===== src/rtl/noc_pkg.sv =====
// Shared NoC definitions: flit type codes, injector FSM states and head-flit builder.
package noc_pkg;

  localparam logic [1:0] FLIT_NONE = 2'b00;
  localparam logic [1:0] FLIT_HEAD = 2'b01;
  localparam logic [1:0] FLIT_BODY = 2'b10;
  localparam logic [1:0] FLIT_TAIL = 2'b11;

  typedef enum logic {
    StIdle,
    StPayload
  } injState_t;

  // Builds a head flit in a 64-bit container; callers truncate to their flit width.
  // Type in the top typeWidth bits, dest just below it, src just below dest, rest zero.
  function automatic logic [63:0] make_head(input logic [31:0] dest, input logic [31:0] src,
                                            input int unsigned idw, input int unsigned dataWidth,
                                            input int unsigned typeWidth);
    logic [63:0] mask;
    logic [63:0] head;
    mask = (64'd1 << idw) - 64'd1;
    head = 64'(FLIT_HEAD) << (dataWidth - typeWidth);
    head = head | ((64'(dest) & mask) << (dataWidth - typeWidth - idw));
    head = head | ((64'(src) & mask) << (dataWidth - typeWidth - 2 * idw));
    return head;
  endfunction

endpackage


===== src/rtl/flit_out_reg.sv =====
// Valid/ready output register: loads only when the slot is free, holds under backpressure.
module flit_out_reg #(
  parameter int unsigned Width = 8
) (
  input  logic             clk,
  input  logic             rst,
  input  logic             load,
  input  logic [Width-1:0] loadData,
  input  logic             readyOut,
  output logic             slotFree,
  output logic             validOut,
  output logic [Width-1:0] dataOut
);

  logic             validQ;
  logic [Width-1:0] dataQ;

  // Slot is free when empty or when the held flit is being taken this cycle.
  always_comb begin
    slotFree = !validQ || readyOut;
  end

  // Output register; an empty free slot with no load drops valid but keeps stale data.
  always_ff @(posedge clk or negedge rst) begin
    if (!rst) begin
      validQ <= 1'b0;
      dataQ  <= '0;
    end else if (slotFree) begin
      validQ <= load;
      if (load) begin
        dataQ <= loadData;
      end
    end
  end

  assign validOut = validQ;
  assign dataOut  = dataQ;

endmodule


===== src/rtl/packet_injector.sv =====
// Source-side packetizer: one HEAD flit then FlitPerPacket-1 payload flits, last one TAIL.
module packet_injector
  import noc_pkg::*;
#(
  parameter int unsigned N             = 4,
  parameter int unsigned INDEX         = 1,
  parameter int unsigned DATA_WIDTH    = 8,
  parameter int unsigned TYPE_WIDTH    = 2,
  parameter int unsigned FlitPerPacket = 6,
  parameter int unsigned CNT_WIDTH     = 16,
  localparam int unsigned IDW          = $clog2(N),
  localparam int unsigned PW           = DATA_WIDTH - TYPE_WIDTH
) (
  input  logic                  clk,
  input  logic                  rst,
  input  logic                  pkt_valid,
  output logic                  pkt_ready,
  input  logic [IDW-1:0]        pkt_dest,
  input  logic                  pl_valid,
  output logic                  pl_ready,
  input  logic [PW-1:0]         pl_data,
  output logic [DATA_WIDTH-1:0] data_out,
  output logic                  valid_out,
  input  logic                  ready_out,
  output logic                  busy,
  output logic [CNT_WIDTH-1:0]  pkt_sent_count
);

  localparam int unsigned CW = $clog2(FlitPerPacket);

  injState_t             stateQ, stateD;
  logic [CW-1:0]         cntQ, cntD;
  logic [CNT_WIDTH-1:0]  sentQ;
  logic                  slotFree;
  logic                  load;
  logic [DATA_WIDTH-1:0] loadData;
  logic [DATA_WIDTH-1:0] headFlit;
  logic                  isTail;
  logic                  tailTaken;

  assign headFlit = DATA_WIDTH'(make_head(32'(pkt_dest), 32'(INDEX), IDW, DATA_WIDTH, TYPE_WIDTH));
  assign isTail   = (cntQ == CW'(FlitPerPacket - 2));

  // Next-state, counter and register-load decode; requests/words accepted only into a free slot.
  always_comb begin
    stateD    = stateQ;
    cntD      = cntQ;
    load      = 1'b0;
    loadData  = headFlit;
    pkt_ready = 1'b0;
    pl_ready  = 1'b0;
    unique case (stateQ)
      StIdle: begin
        pkt_ready = slotFree;
        if (pkt_valid && slotFree) begin
          load     = 1'b1;
          loadData = headFlit;
          cntD     = '0;
          stateD   = StPayload;
        end
      end
      StPayload: begin
        pl_ready = slotFree;
        if (pl_valid && slotFree) begin
          load     = 1'b1;
          loadData = {TYPE_WIDTH'(isTail ? FLIT_TAIL : FLIT_BODY), pl_data};
          cntD     = cntQ + CW'(1);
          if (isTail) begin
            stateD = StIdle;
          end
        end
      end
      default: ;
    endcase
  end

  // FSM state and flit counter.
  always_ff @(posedge clk or negedge rst) begin
    if (!rst) begin
      stateQ <= StIdle;
      cntQ   <= '0;
    end else begin
      stateQ <= stateD;
      cntQ   <= cntD;
    end
  end

  flit_out_reg #(
    .Width(DATA_WIDTH)
  ) u_out_reg (
    .clk     (clk),
    .rst     (rst),
    .load    (load),
    .loadData(loadData),
    .readyOut(ready_out),
    .slotFree(slotFree),
    .validOut(valid_out),
    .dataOut (data_out)
  );

  assign tailTaken = valid_out && ready_out &&
                     (data_out[DATA_WIDTH-1 -: TYPE_WIDTH] == TYPE_WIDTH'(FLIT_TAIL));

  // Completed-packet counter, bumped when a TAIL flit is handed off; wraps naturally.
  always_ff @(posedge clk or negedge rst) begin
    if (!rst) begin
      sentQ <= '0;
    end else if (tailTaken) begin
      sentQ <= sentQ + CNT_WIDTH'(1);
    end
  end

  assign pkt_sent_count = sentQ;
  assign busy           = (stateQ != StIdle) || valid_out;

endmodule

===== config.mk =====
export PLATFORM = sky130hd
export DESIGN_NAME = packet_injector
export DESIGN_NICKNAME = d
export VERILOG_FILES = /design/src/rtl/noc_pkg.sv /design/src/rtl/flit_out_reg.sv /design/src/rtl/packet_injector.sv
export SDC_FILE = /design/constraint.sdc
export NUM_CORES = 1
export LEC_CHECK = 0
export BUFFER_PORTS_ARGS = -buffer_cell sky130_fd_sc_hd__buf_2
export CORE_MARGIN = 3
export CORE_UTILIZATION = 45
export CTS_CLUSTER_SIZE = 12
export DETAILED_ROUTE_END_ITERATION = 8
export GPL_ROUTABILITY_DRIVEN = 0
export PLACE_DENSITY = 0.74
export SLEW_MARGIN = 0
export SYNTH_ARGS = -nofsm -noshare
export SYNTH_HDL_FRONTEND = slang
export SYNTH_HIERARCHICAL = 1
export SYNTH_SLANG_ARGS = --single-unit

===== constraint.sdc =====
create_clock -name clk -period 1.65 [get_ports clk]
set_input_delay 0.0825 -clock clk [delete_from_list [all_inputs] [get_ports clk]]
set_output_delay 0.0825 -clock clk [all_outputs]
set_load 0.1 [all_outputs]

### Word level (Yosys, flattened, before mapping)

Cells that the tools add are included.

* latch bits: 0
* ROM bits: 0
* register bits after elaboration: 29
* output and inout bits: 28
* logic and storage cells: 35
* memories: 0
* memory bits (writable): 0

* divide/modulo/power cells: 0
* add/subtract/negate cells: 2
* equality and inequality tests: 4
* multiply operators: 0
* reductions and logical operators: 9
* shifts and indexed selects: 0
* muxes and demuxes: 14
* bitwise logic cells: 1
* magnitude comparators: 0

Operators by type and width (count)
* 16-bit by 1-bit adder with 16-bit output, second input constant: 1
* 8-bit case mux with 2 select lines: 1
* 8-bit 2-to-1 mux: 1
* 1-bit 2-to-1 mux: 7
* 3-bit 2-to-1 mux: 2
* 3-bit case mux with 2 select lines: 1
* 1-bit logical AND: 4
* 1-bit case mux with 2 select lines: 2
* 2-bit AND reduction: 2
* 3-bit by 1-bit adder with 3-bit output, second input constant: 1
* 3-bit equality test, second input constant: 1
* 2-bit equality test, second input constant: 1
* 1-bit logical OR: 2
* 2-bit by 1-bit != test with 1-bit output, second input constant: 1
* 2-bit != test, second input constant: 1
* 1-bit logical NOT: 1
* 1-bit NOT: 1

### Depth between registers and ports, before layout

* depth after elaboration: 6
* mapped depth: 5
* mapped depth without buffers: 5

### Hierarchy

Netlist, hierarchy kept.

By module, submodules not included
* packet_injector: instances 1, seq. area each 500.5 µm², area each 1007.2 µm², cells each 98
* flit_out_reg: instances 1, seq. area each 225.2 µm², area each 385.4 µm², cells each 20

### Worst setup path after synthesis

Ideal clock, no wire load.

* path kind: flip-flop to output port
* from: register u_out_reg.validQ, in the netlist u_out_reg/validOut
* to: output pkt_ready
* setup slack: -0.901 ns
* arrival: 2.468 ns
* buffers on the path: 0
* cell stages (with the launch flop): 3
* data required time: 1.567 ns
* cell sequence: dfrtp_1 > nand2b_4 > nor2b_1

* cells in the longest elaborated chain, start to end: 3

Ends and longest elaborated chain
* from (decl): RTL line flit_out_reg.sv:15 `logic validQ;`
* from (signal assigned): RTL line flit_out_reg.sv:29 `validQ <= load;`
* 1-bit logical NOT: RTL line flit_out_reg.sv:20 `slotFree = !validQ || readyOut;`
* 1-bit logical OR: RTL line flit_out_reg.sv:20
* via slotFree: RTL line packet_injector.sv:34 `logic slotFree;`
* 1-bit 2-to-1 mux: RTL line packet_injector.sv:52 `unique case (stateQ)`
* to (decl): RTL line packet_injector.sv:17 `output logic pkt_ready,`

The timed path passes the listed nets, and every way through them passes these cells.

### Worst setup path after layout

Same ends and word-level chain as after synthesis.

==> impl_metrics.py <==
metrics = {
    "run_status": {
        "outcome": "finished, final reports clean",
    },
    "clocking": {
        "cts_tree": "built",
        "htreeDepth": 2,
        "clk_latency_ns": 0.34,
        "cts.sinks": 29,
        "clk_path_buf_depth": 2,
        "cts_buffers": 5,
        "clk_pin_slew_ns": 0.10,
        "cts-root-buf": "clkbuf_4",
    },
    "setup_path": {
        "crit_path_end_kind": "output port",
        "arrival_ns": 1.50,
        "r2r_cells": 4,
        "worstReg2RegStart": "u_out_reg/validOut",
        "cp_max_fo": 7,
        "start_kind": "flop",
        "cp.required_ns": 1.57,
        "r2r_end": "u_out_reg/dataOut[5]",
        "regToRegSetupSlack_ns": 0.12,
        "critical_path_class": "flop to output port",
    },
    "synthesis": {
        "synth_area_leaders": "dfrtp_1 (52%), mux2_4 (8.6%), xnor2_1 (6.9%)",
        "syn_area_um2": 1390,
        "async_reset_ff_frac": 1.00,
        "syn_inst": 118,
        "ys_ff_latch": 29,
        "synth.distinct_cells": 28,
        "synth_top_area_share": 0.521,
        "postSynthAreaPerCell_um2": 11.8,
        "synth-edff-count": 0,
        "syn-num-nets": 134,
        "synth_warnings": 6,
        "ys.flop_type": "dfrtp_1",
        "yosysTopAreaCell": "dfrtp_1",
        "seq_area_frac_synth": 0.521,
    },
    "timing": {
        "setup_viol": 0,
        "maxSlewViolCount": 0,
        "slew_headroom": 0.573,
        "rsz0062_at_grt": "false",
        "hold_slack_ns": 0.0690,
        "worst_slew_pin_slew_ns": 0.640,
        "finalCriticalPeriod_ns": 1.58,
        "period_share": 0.959,
        "fin_setup_tns_ns": 0,
        "clock_skew_ns": 0.00841,
        "final-hold-violation-count": 0,
        "timing.fmax_mhz": 632,
    },
    "job": {
        "drv_cap": 0,
    },
    "floorplanning": {
        "core_um2": 2850,
        "ioPinCount": 41,
        "die_height_um": 61.6,
        "initial_core_util": 0.488,
        "dieArea_um2": 3800,
        "rows": 19,
        "die_w_um": 61.6,
    },
    "route": {
        "first_pass_iters": 4,
        "initialDrtViolationCount": 32,
        "post_drt_via_cell_ratio": 5.30,
        "vias": 1050,
        "wire_per_inst_um": 14.2,
        "ant_nets": 0,
        "drc_errors": 0,
        "drt-total-wl_um": 2800,
    },
    "placed_design": {
        "io_buffers": 40,
        "dp_hpwl_um": 2030,
    },
    "grt": {
        "grt_start_max_net_pins": 30,
        "overflow": 0,
        "grt_pass1_vias": 1040,
        "grt_pass1_wl_um": 4540,
        "grt_usage": 0.172,
        "grt_antenna_before_repair": 0,
    },
    "final_layout": {
        "syn_to_final_growth_pct": 26.4,
        "n_antenna_cell": 0,
        "layout-drive-gt1-share": 0.515,
        "layout.nets": 182,
        "post-route-util": 0.617,
    },
    "pwr": {
        "p_sw_w": 0.00200,
        "p_int_w": 0.00159,
        "cellPowerDensity_nw_per_um2": 2040,
        "p_leak_nw": 0.875,
        "sw_frac_of_total": 0.558,
        "ir_drop_v": 0.00130,
        "power.total_w": 0.00359,
        "sequentialPowerShare": 0.311,
        "power_frac_clock": 0.120,
        "pwr-share-comb": 0.569,
    },
    "worst_hold_path": {
        "hold_end": "u_out_reg/dataOut[3]",
        "hold_path.class": "primary input to flop",
        "min_from": "pl_data[3]",
        "hold-path-cell-count": 3,
    },
}
final cells by class:
cell class                 count  area (um^2)
fill                         244         1090
sequential                    29          753
multi-input combinational     85          668
timing repair buffer          43          241
clock buffer                   6         41.3
tap                           31         38.8
clock inverter                 2         10.0
inverter                       2         7.51
state kept, by name (all words and copies together), names as in the netlist:
register            cells
u_out_reg/validOut      1
pkt_sent_count         16
cntQ                    3
u_out_reg/dataOut       8
stateQ                  1
placed cells by master, fill, tap and decap left out, types with 4 or more instances in the layout:
master	synthesis	layout
nand2_1	14	14
dfrtp_2	0	13
dfrtp_1	29	13
nor2_1	5	5
xor2_1	4	4
buf_2	2	38
mux2_4	8	10
clkbuf_4	0	5
nand3_1	8	8
xnor2_1	11	11
worst max path at each step:
stage | startpoint | endpoint | slack (ns)
after floorplan | u_out_reg/validOut | u_out_reg/dataOut[4] | -0.13
after global placement | u_out_reg/validOut | u_out_reg/dataOut[4] | 0.16
after detailed placement | u_out_reg/validOut | u_out_reg/dataOut[5] | 0.12
after CTS | u_out_reg/validOut | pkt_ready | 0.01
after global routing | u_out_reg/validOut | pkt_ready | 0.002
final | u_out_reg/validOut | pkt_ready | 0.07
repair_timing:
action / 4_1_cts / 5_1_grt
hold endpoints to repair: 29 / 0
hold buffers: 1 / 0
gates resized for setup: 2 / 3
setup endpoints to repair: 2 / 2
buffers inserted: 0 / 0
synthesized netlist by cell type, drive strengths merged, types with 3 or more instances:
cell type / number
and2: 4
o21ai: 3
and3: 3
dfrtp: 29
xnor2: 11
ha: 3
nand4: 4
mux2: 10
nand3: 8
nand2b: 4
xor2: 4
nand2: 15
nor2: 5
worst max-delay path, cell delays in order (launching register included):
cell and delay, ns:
dfrtp_4 0.52, nand2b_4 0.09, buf_4 0.17, nor2b_2 0.18, buf_8 0.21
logic make-up (layout without fill, tap and decap cells):
logic type                 count (synthesis)  after routing  share of synthesized area
DFF                                       29             29                      0.521
and+or+nand+nor                           49             49                      0.207
xor gates and xnor gates                  15             15                     0.0943
adders and majority gates                  3              3                     0.0270
AOI/OAI and AO/OA                          7              7                     0.0288
buffers and inverters                      4             53                     0.0126
muxes                                     11             11                      0.110
power by group through the flow:
| stage | Combinational, W | Clock (W) | Sequential [W] |
|---|---|---|---|
| floorplan | 0.000745 | 0 | 0.00209 |
| global placement | 0.00200 | 0 | 0.00112 |
| detailed placement | 0.00202 | 0 | 0.00113 |
| CTS | 0.00203 | 0.000440 | 0.00112 |
| global route | 0.00213 | 0.000478 | 0.00115 |
| finish | 0.00204 | 0.000430 | 0.00112 |
metrics by stage:
step	std cells	area [um^2]	setup WS [ns]
2_1_floorplan	118	1450	-0.130
3_3_place_gp	189	1680	0.158
3_5_place_dp	189	1680	0.119
4_1_cts	198	1750	0.0118
5_1_grt	198	1760	0.00238
6_report	198	1760	0.0684
layer usage:
metal	track usage	wire length, um	vias to the layer above
met4	0.0909	61	0
met2	0.284	1380	32
met1	0.186	1200	517
met3	0.0755	154	6
met5	0	0	-
li1	-	-	495
Power figures use the tool's default switching activity.
